### config.mk
export PLATFORM = sky130hd
export DESIGN_NAME = pdm_mic_rx
export DESIGN_NICKNAME = d
export VERILOG_FILES = /design/src/rtl/pdm_mic_rx.sv
export SDC_FILE = /design/constraint.sdc
export NUM_CORES = 1
export LEC_CHECK = 0
export ABC_AREA = 1
export CAP_MARGIN = 25
export CORE_MARGIN = 3
export CORE_UTILIZATION = 55
export DETAILED_ROUTE_END_ITERATION = 10
export GPL_ROUTABILITY_DRIVEN = 1
export GPL_TIMING_DRIVEN = 0
export PLACE_DENSITY_LB_ADDON = 0.3
export SYNTH_ARGS = -nofsm -noshare
export SYNTH_HDL_FRONTEND = slang
export SYNTH_SLANG_ARGS = --single-unit
### constraint.sdc
create_clock -name clk -period 1.85 [get_ports clk]
set_input_delay 0.2775 -clock clk [delete_from_list [all_inputs] [get_ports clk]]
set_output_delay 0.2775 -clock clk [all_outputs]
set_load 0.05 [all_outputs]
### src/rtl/pdm_mic_rx.sv
// PDM microphone receiver: bit-clock generation, 2-flop input sync, boxcar decimation
// to 8-bit unsigned samples, valid/ready holding register. Define PDM_PEAK_EN for peak meter.
module pdm_mic_rx #(
  parameter int CLK_DIV_HALF = 25,
  parameter int DEC          = 256
) (
  input  logic       clk,
  input  logic       CPU_RESETN,
  input  logic       en,
  output logic       M_CLK,
  output logic       M_LRSEL,
  input  logic       M_DATA,
  output logic [7:0] sample,
  output logic       sample_valid,
  input  logic       sample_ready,
  output logic       overrun,
  input  logic       overrun_clr,
  output logic [7:0] peak_level,
  input  logic       peak_clr
);

  localparam int DIV_W    = $clog2(CLK_DIV_HALF + 1);
  localparam int LOG2_DEC = $clog2(DEC);
  localparam int CNT_W    = LOG2_DEC + 1;

  // raw ones count scaled to the 0..255 duty range; a full window (raw == DEC) clips to 255
  function automatic logic [7:0] scale_sat(input logic [CNT_W-1:0] raw);
    logic [CNT_W+7:0] wide;
    wide = {raw, 8'd0} >> LOG2_DEC;
    if (|wide[CNT_W+7:8]) scale_sat = 8'hFF;
    else                  scale_sat = wide[7:0];
  endfunction

  logic [1:0]          rst_sync;
  logic                rst_n;
  logic                m_data_s1, m_data_s2;
  logic [DIV_W-1:0]    div_cnt;
  logic                div_wrap, bit_stb, win_last;
  logic [LOG2_DEC-1:0] bit_cnt;
  logic [CNT_W-1:0]    ones_cnt;
  logic                vld_p0;
  logic [7:0]          samp_p0;
  logic                overrun_set;

  always_ff @(posedge clk or negedge CPU_RESETN) begin
    if (!CPU_RESETN) rst_sync <= 2'b00;
    else             rst_sync <= {rst_sync[0], 1'b1};
  end
  assign rst_n = rst_sync[1];

  always_ff @(posedge clk) begin
    m_data_s1 <= M_DATA;
    m_data_s2 <= m_data_s1;
  end

  assign M_LRSEL  = 1'b0;
  assign div_wrap = en && (div_cnt == DIV_W'(CLK_DIV_HALF - 1));
  // falling edge of M_CLK: end of the high phase, left-channel data is settled
  assign bit_stb  = div_wrap && M_CLK;
  assign win_last = (bit_cnt == LOG2_DEC'(DEC - 1));

  always_ff @(posedge clk or negedge rst_n) begin
    if (!rst_n) begin
      div_cnt <= '0;
      M_CLK   <= 1'b0;
    end else if (!en) begin
      div_cnt <= '0;
      M_CLK   <= 1'b0;
    end else if (div_wrap) begin
      div_cnt <= '0;
      M_CLK   <= ~M_CLK;
    end else begin
      div_cnt <= div_cnt + 1'b1;
    end
  end

  // stage p0: ones counting, window close
  always_ff @(posedge clk or negedge rst_n) begin
    if (!rst_n) begin
      bit_cnt  <= '0;
      ones_cnt <= '0;
      vld_p0   <= 1'b0;
    end else begin
      vld_p0 <= 1'b0;
      if (!en) begin
        bit_cnt  <= '0;
        ones_cnt <= '0;
      end else if (bit_stb) begin
        bit_cnt <= bit_cnt + 1'b1;
        if (win_last) begin
          ones_cnt <= '0;
          vld_p0   <= 1'b1;
        end else begin
          ones_cnt <= ones_cnt + CNT_W'(m_data_s2);
        end
      end
    end
  end

  always_ff @(posedge clk) begin
    if (bit_stb && win_last) samp_p0 <= scale_sat(ones_cnt + CNT_W'(m_data_s2));
  end

  // stage p1: holding register and handshake
  assign overrun_set = vld_p0 && sample_valid && !sample_ready;

  always_ff @(posedge clk or negedge rst_n) begin
    if (!rst_n) begin
      sample       <= '0;
      sample_valid <= 1'b0;
      overrun      <= 1'b0;
    end else begin
      if (vld_p0) begin
        sample       <= samp_p0;
        sample_valid <= 1'b1;
      end else if (sample_valid && sample_ready) begin
        sample_valid <= 1'b0;
      end
      overrun <= overrun_set | (overrun & ~overrun_clr);
    end
  end

`ifdef PDM_PEAK_EN
  always_ff @(posedge clk or negedge rst_n) begin
    if (!rst_n) begin
      peak_level <= '0;
    end else if (vld_p0) begin
      if (peak_clr || (samp_p0 > peak_level)) peak_level <= samp_p0;
    end else if (peak_clr) begin
      peak_level <= '0;
    end
  end
`else
  logic unused_peak_clr;
  assign unused_peak_clr = peak_clr;
  assign peak_level      = '0;
`endif

endmodule
== After elaboration in Yosys (flattened, before gate mapping) ==
Cells that the tools add are included.

* Add/sub/neg operators: 3
* Equality and inequality tests: 4
* Muxes and demuxes: 14
* Bitwise logic cells: 4
* Reduce and logical (&&, ||, !) cells: 8

{| class="wikitable"
|+ Operator list
! kind !! count
|-
| 2-to-1 mux 9 bit || 3
|-
| 2-to-1 mux 8 bit || 2
|-
| 2-to-1 mux 5 bit || 2
|-
| adder 9 x 1 -> 9 bit || 1
|-
| adder 8 x 1 -> 8 bit (second input constant) || 1
|-
| == test 8 bit (second input constant) || 1
|-
| 2-to-1 mux 1 bit || 7
|-
| logical AND 1 bit || 6
|-
| adder 5 x 1 -> 5 bit (second input constant) || 1
|-
| == test 5 bit (second input constant) || 1
|-
| != test 2 x 1 -> 1 bit (second input constant) || 2
|-
| NOT 1 bit || 2
|-
| nonzero test 2 bit || 1
|-
| AND 1 bit || 1
|-
| logical NOT 1 bit || 1
|-
| bitwise OR 1 bit || 1
|}

* Flip-flop bits (word level): 46
* Bits of input ports: 7
* Output and inout port bits: 20
* Word-level logic and storage cells: 45

== Longest topological paths before layout ==
* Word-level depth: 5
* Depth in mapped cells: 9
* Mapped depth without buffers: 9

== Worst setup path after synthesis ==
Ideal clock, no wire load.

* Path kind: flip-flop to flip-flop
* Start point: reg div_cnt[0]
* End point: reg samp_p0[0] (enable)
* Arrival time: 1696 ps
* Setup slack: -230 ps
* Cell stages (with the launch flop): 8
* Path buffers: 1
* Cells stage by stage: dfrtp_1 -> inv_1 -> ha_1 -> nand2_1 -> nor2_4 -> nand3_4 -> buf_4 -> nor3_1

* Longest elaborated chain between the ends: 4

{| class="wikitable"
|+ Ends and longest elaborated chain
! what !! RTL line !! text
|-
| from (decl) || 37 || <nowiki>logic [DIV_W-1:0] div_cnt;</nowiki>
|-
| from (signal assigned) || 73 || <nowiki>div_cnt <= div_cnt + 1'b1;</nowiki>
|-
| == test 5 bit || 57 || <nowiki>assign div_wrap = en && (div_cnt == DIV_W'(CLK_DIV_HALF - 1));</nowiki>
|-
| logical AND 1 bit || 57 ||
|-
| logical AND 1 bit || 59 || <nowiki>assign bit_stb = div_wrap && M_CLK;</nowiki>
|-
| logical AND 1 bit || 101 || <nowiki>if (bit_stb && win_last) samp_p0 <= scale_sat(ones_cnt + CNT_W'(m_data_s2));</nowiki>
|-
| to (signal assigned) || 101 ||
|-
| to (decl) || 42 || <nowiki>logic [7:0] samp_p0;</nowiki>
|}

Every way passes these cells.
A chain may end at the register's enable or synchronous reset.

== Final worst setup path ==
* Start point: reg sample[1]
* End point: out sample[1]

{| class="wikitable"
|+ RTL lines
! what !! RTL line !! text
|-
| from (decl) || 13 || <nowiki>output logic [7:0] sample,</nowiki>
|-
| from (signal assigned) || 114 || <nowiki>sample <= samp_p0;</nowiki>
|}

No word-level cell between the ends.

==> results.sh <==
export IMPL_dp_cells=314
export IMPL_drt_first_iter_violations=93
export IMPL_worst_path_buf_inv=1
export IMPL_critical_path_class="register to output pin"
export IMPL_grt_start_max_net_pins=20
export IMPL_gp_congestion=0.8236
export IMPL_root_buffer="clkbuf_8"
export IMPL_hold_viol=0
export IMPL_cts_buffers=5
export IMPL_nNetsFinal=290
export IMPL_yosys_warnings=0
export IMPL_slowest_stage="clkdlybuf4s50_1"
export IMPL_grt_antenna_before_repair=0
export IMPL_vias=1564
export IMPL_finalPower_uw=1762
export IMPL_synth_distinct_cells=28
export IMPL_via_per_inst=4.783
export IMPL_grt_use_total=0.1802
export IMPL_grt_overflow=0
export IMPL_cp_arrival_ns=1.48
export IMPL_syn_cell_area_mm2=0.002173
export IMPL_timing_critical_path_cells="clkdlybuf4s50_1"
export IMPL_io_buffers=16
export IMPL_worstSetupEndpointType="output pin"
export IMPL_required_ns=1.57
export IMPL_start_util=0.5805
export IMPL_yosysTopAreaCell="dfrtp_1"
export IMPL_status="completed"
export IMPL_fin_crit_ns=1.756
export IMPL_synthTopCellsByArea="dfrtp_1 (41%), nand2_1 (13%), edfxtp_1 (11%)"
export IMPL_die_w_um=68.86
export IMPL_placed_cell_area_mm2=0.002456
export IMPL_vdd_drop_max_v=0.0004802
export IMPL_dpl_hpwl_um=2635
export IMPL_antenna_diode_count=0
export IMPL_firstDrtPassIters=4
export IMPL_die_height_um=68.86
export IMPL_ant_nets=0
export IMPL_drive_gt1_frac=0.1398
export IMPL_postSynthAreaPerCell_um2=9.018
export IMPL_cts_buffer_depth=2
export IMPL_grt_pass1_wl_um=6085
export IMPL_rsz0062_at_grt="false"
export IMPL_hold_class="input pin to async pin"
export IMPL_critPathLaunchType="register"
export IMPL_final_area_mm2=0.002601
export IMPL_ys_seq_elements=46
export IMPL_yosysSeqAreaShare=0.5435
export IMPL_worstMarginPinSlew_ns=0.7095
export IMPL_slew_headroom=0.5270
export IMPL_core_region_area_mm2=0.003744
export IMPL_setup_viol=0
export IMPL_syn_to_final_growth_pct=19.69
export IMPL_wl_per_cell_um=10.91
export IMPL_fin_cells=327
export IMPL_yosysTopAreaCellShare=0.4145
export IMPL_grt_pass1_vias=1370
export IMPL_fin_skew_ns=0.006772
export IMPL_slew_violations=0
export IMPL_maxCapViolCount=0
export IMPL_io_pins=27
export IMPL_cpPeakStageDelay_ns=0.81
export IMPL_max_freq_mhz=569.6
export IMPL_finalWirelength_um=3569
export IMPL_die_area_mm2=0.004742
export IMPL_htree_levels=2
export IMPL_crit_fanout=2
export IMPL_fin_crit_sh=0.9490
export IMPL_clkTransAtPathRegs_ns=0.09
export IMPL_synth_cells=241
export IMPL_rows=22
export IMPL_power_density_mw_per_mm2=677.4
export IMPL_p_leak_uw=0.001337
export IMPL_drc=0
export IMPL_clkLatencyLatePin_ns=0.30
export IMPL_tritoncts="done"
export IMPL_cts_sinks=46
export IMPL_cpLargestDelayFamily="buffers and inverters"
## kinds of logic after synthesis
kind of cell | share of synthesized area
and+or+nand+nor | 0.2746
DFF | 0.5435
adders and majority gates | 0.02879
xor gates and xnor gates | 0.03627
AOI/OAI and AO/OA | 0.02591
buffers and inverters | 0.08750
other | 0.003456
## area by class of cell
class / instances / area (um2)
clock inverter: 3 / 21.27
timing repair buffer: 23 / 244.0
tap: 48 / 60.06
multi-input combinational: 165 / 843.3
inverter: 24 / 90.09
sequential: 46 / 1181
buffer: 13 / 92.59
fill: 299 / 1142
clock buffer: 5 / 68.82
## metal layers
metal,GRT usage,up-vias,share of wire
li1,-,814,-
met1,0.2194,705,0.44
met2,0.2976,38,0.49
met3,0.04862,7,0.052
met4,0.08273,0,0.019
met5,0,-,0
## power breakdown
group	switching [uW]	internal [uW]
clock network	336	265
registers	13.5	1040
logic	73.0	39.6
total	422	1340
## path summary, 6_finish.rpt
check | slack (ns) | from | to | cells past startpoint
worst min-delay path | 0.13 | CPU_RESETN | rst_sync[0] | 1
worst min register to register | 0.30 | rst_sync[1] | div_cnt[3] | 0
max in group asynchronous | 1.01 | rst_sync[1] | bit_cnt[6] | 1
worst max-delay path | 0.09 | sample[1] | sample[1] | 1
worst max register to register | 0.15 | div_cnt[0] | samp_p0[5] | 7
min in group clk | 0.33 | m_data_s1 | m_data_s2 | 0
## repair_timing
item                                    CTS  global route
pin swaps                                 2             1
endpoints found under the setup margin    9             8
buffers inserted                          1             5
hold buffers                              0             0
gates resized for setup                   2             0
## through the flow
| stage | utilization | hold WS (ns) | setup TNS (ns) | setup WS [ns] |
|---|---|---|---|---|
| 2_1_floorplan | - | -0.01809 | 0 | 0.02441 |
| 3_3_place_gp | 0.6487 | 0.3117 | -1.167 | -0.1460 |
| 3_5_place_dp | 0.6561 | 0.3150 | -1.395 | -0.1745 |
| 4_1_cts | 0.6868 | 0.1233 | 0 | 0.006946 |
| 5_1_grt | 0.6949 | 0.1174 | 0 | 0.03000 |
| 6_report | 0.6949 | 0.1284 | 0 | 0.09437 |
## flip-flops by register name, summed over array words and instances, names as in the netlist
name / count
samp_p0: 8
m_data_s1: 1
vld_p0: 1
rst_sync: 2
M_CLK: 1
ones_cnt: 9
div_cnt: 5
sample: 8
bit_cnt: 8
sample_valid: 1
overrun: 1
m_data_s2: 1
## synthesized netlist by cell type
cell type  instances
dfrtp_1           36
ha_1               5
edfxtp_1           8
nand3b_1           1
nor2_4             3
xnor2_1            3
buf_4             10
nor3_1             4
nor2_1            12
nand3_4            1
nand3_1           26
nand4_1            2
nand2_2            2
clkbuf_1           1
nand2_1           73
nor2_2             2
xor2_1             6
o21ai_0            8
dfxtp_1            2
buf_2              2
conb_1             2
o32ai_1            1
buf_6              1
or2_1              5
inv_1             20
a21o_1             1
inv_2              3
clkinv_1           1
## cells in the final DEF, fill, tap and decap left out
| master | count |
|---|---|
| xnor2_1 | 3 |
| nor2_4 | 3 |
| or2_1 | 5 |
| nor2_1 | 12 |
| dfxtp_1 | 2 |
| dfrtp_1 | 36 |
| conb_1 | 10 |
| nor3_1 | 3 |
| buf_4 | 14 |
| edfxtp_1 | 8 |
| xor2_1 | 6 |
| inv_1 | 20 |
| clkinv_2 | 1 |
| nand3_4 | 1 |
| o21ai_0 | 8 |
| clkbuf_8 | 5 |
| o32ai_1 | 1 |
| nand3_1 | 26 |
| nand3b_1 | 1 |
| buf_6 | 1 |
| a21o_1 | 1 |
| buf_2 | 2 |
| nand2_1 | 73 |
| nand4_1 | 2 |
| clkinvlp_4 | 1 |
| inv_2 | 3 |
| dlygate4sd2_1 | 1 |
| clkdlybuf4s50_1 | 15 |
| clkinv_1 | 1 |
| buf_16 | 1 |
| nand2_2 | 2 |
| clkinv_4 | 1 |
| nor2_2 | 2 |
| clkbuf_1 | 1 |
| ha_1 | 5 |
| buf_12 | 1 |
| nor3_4 | 1 |
Note: power is estimated with default switching activity, not from simulation.
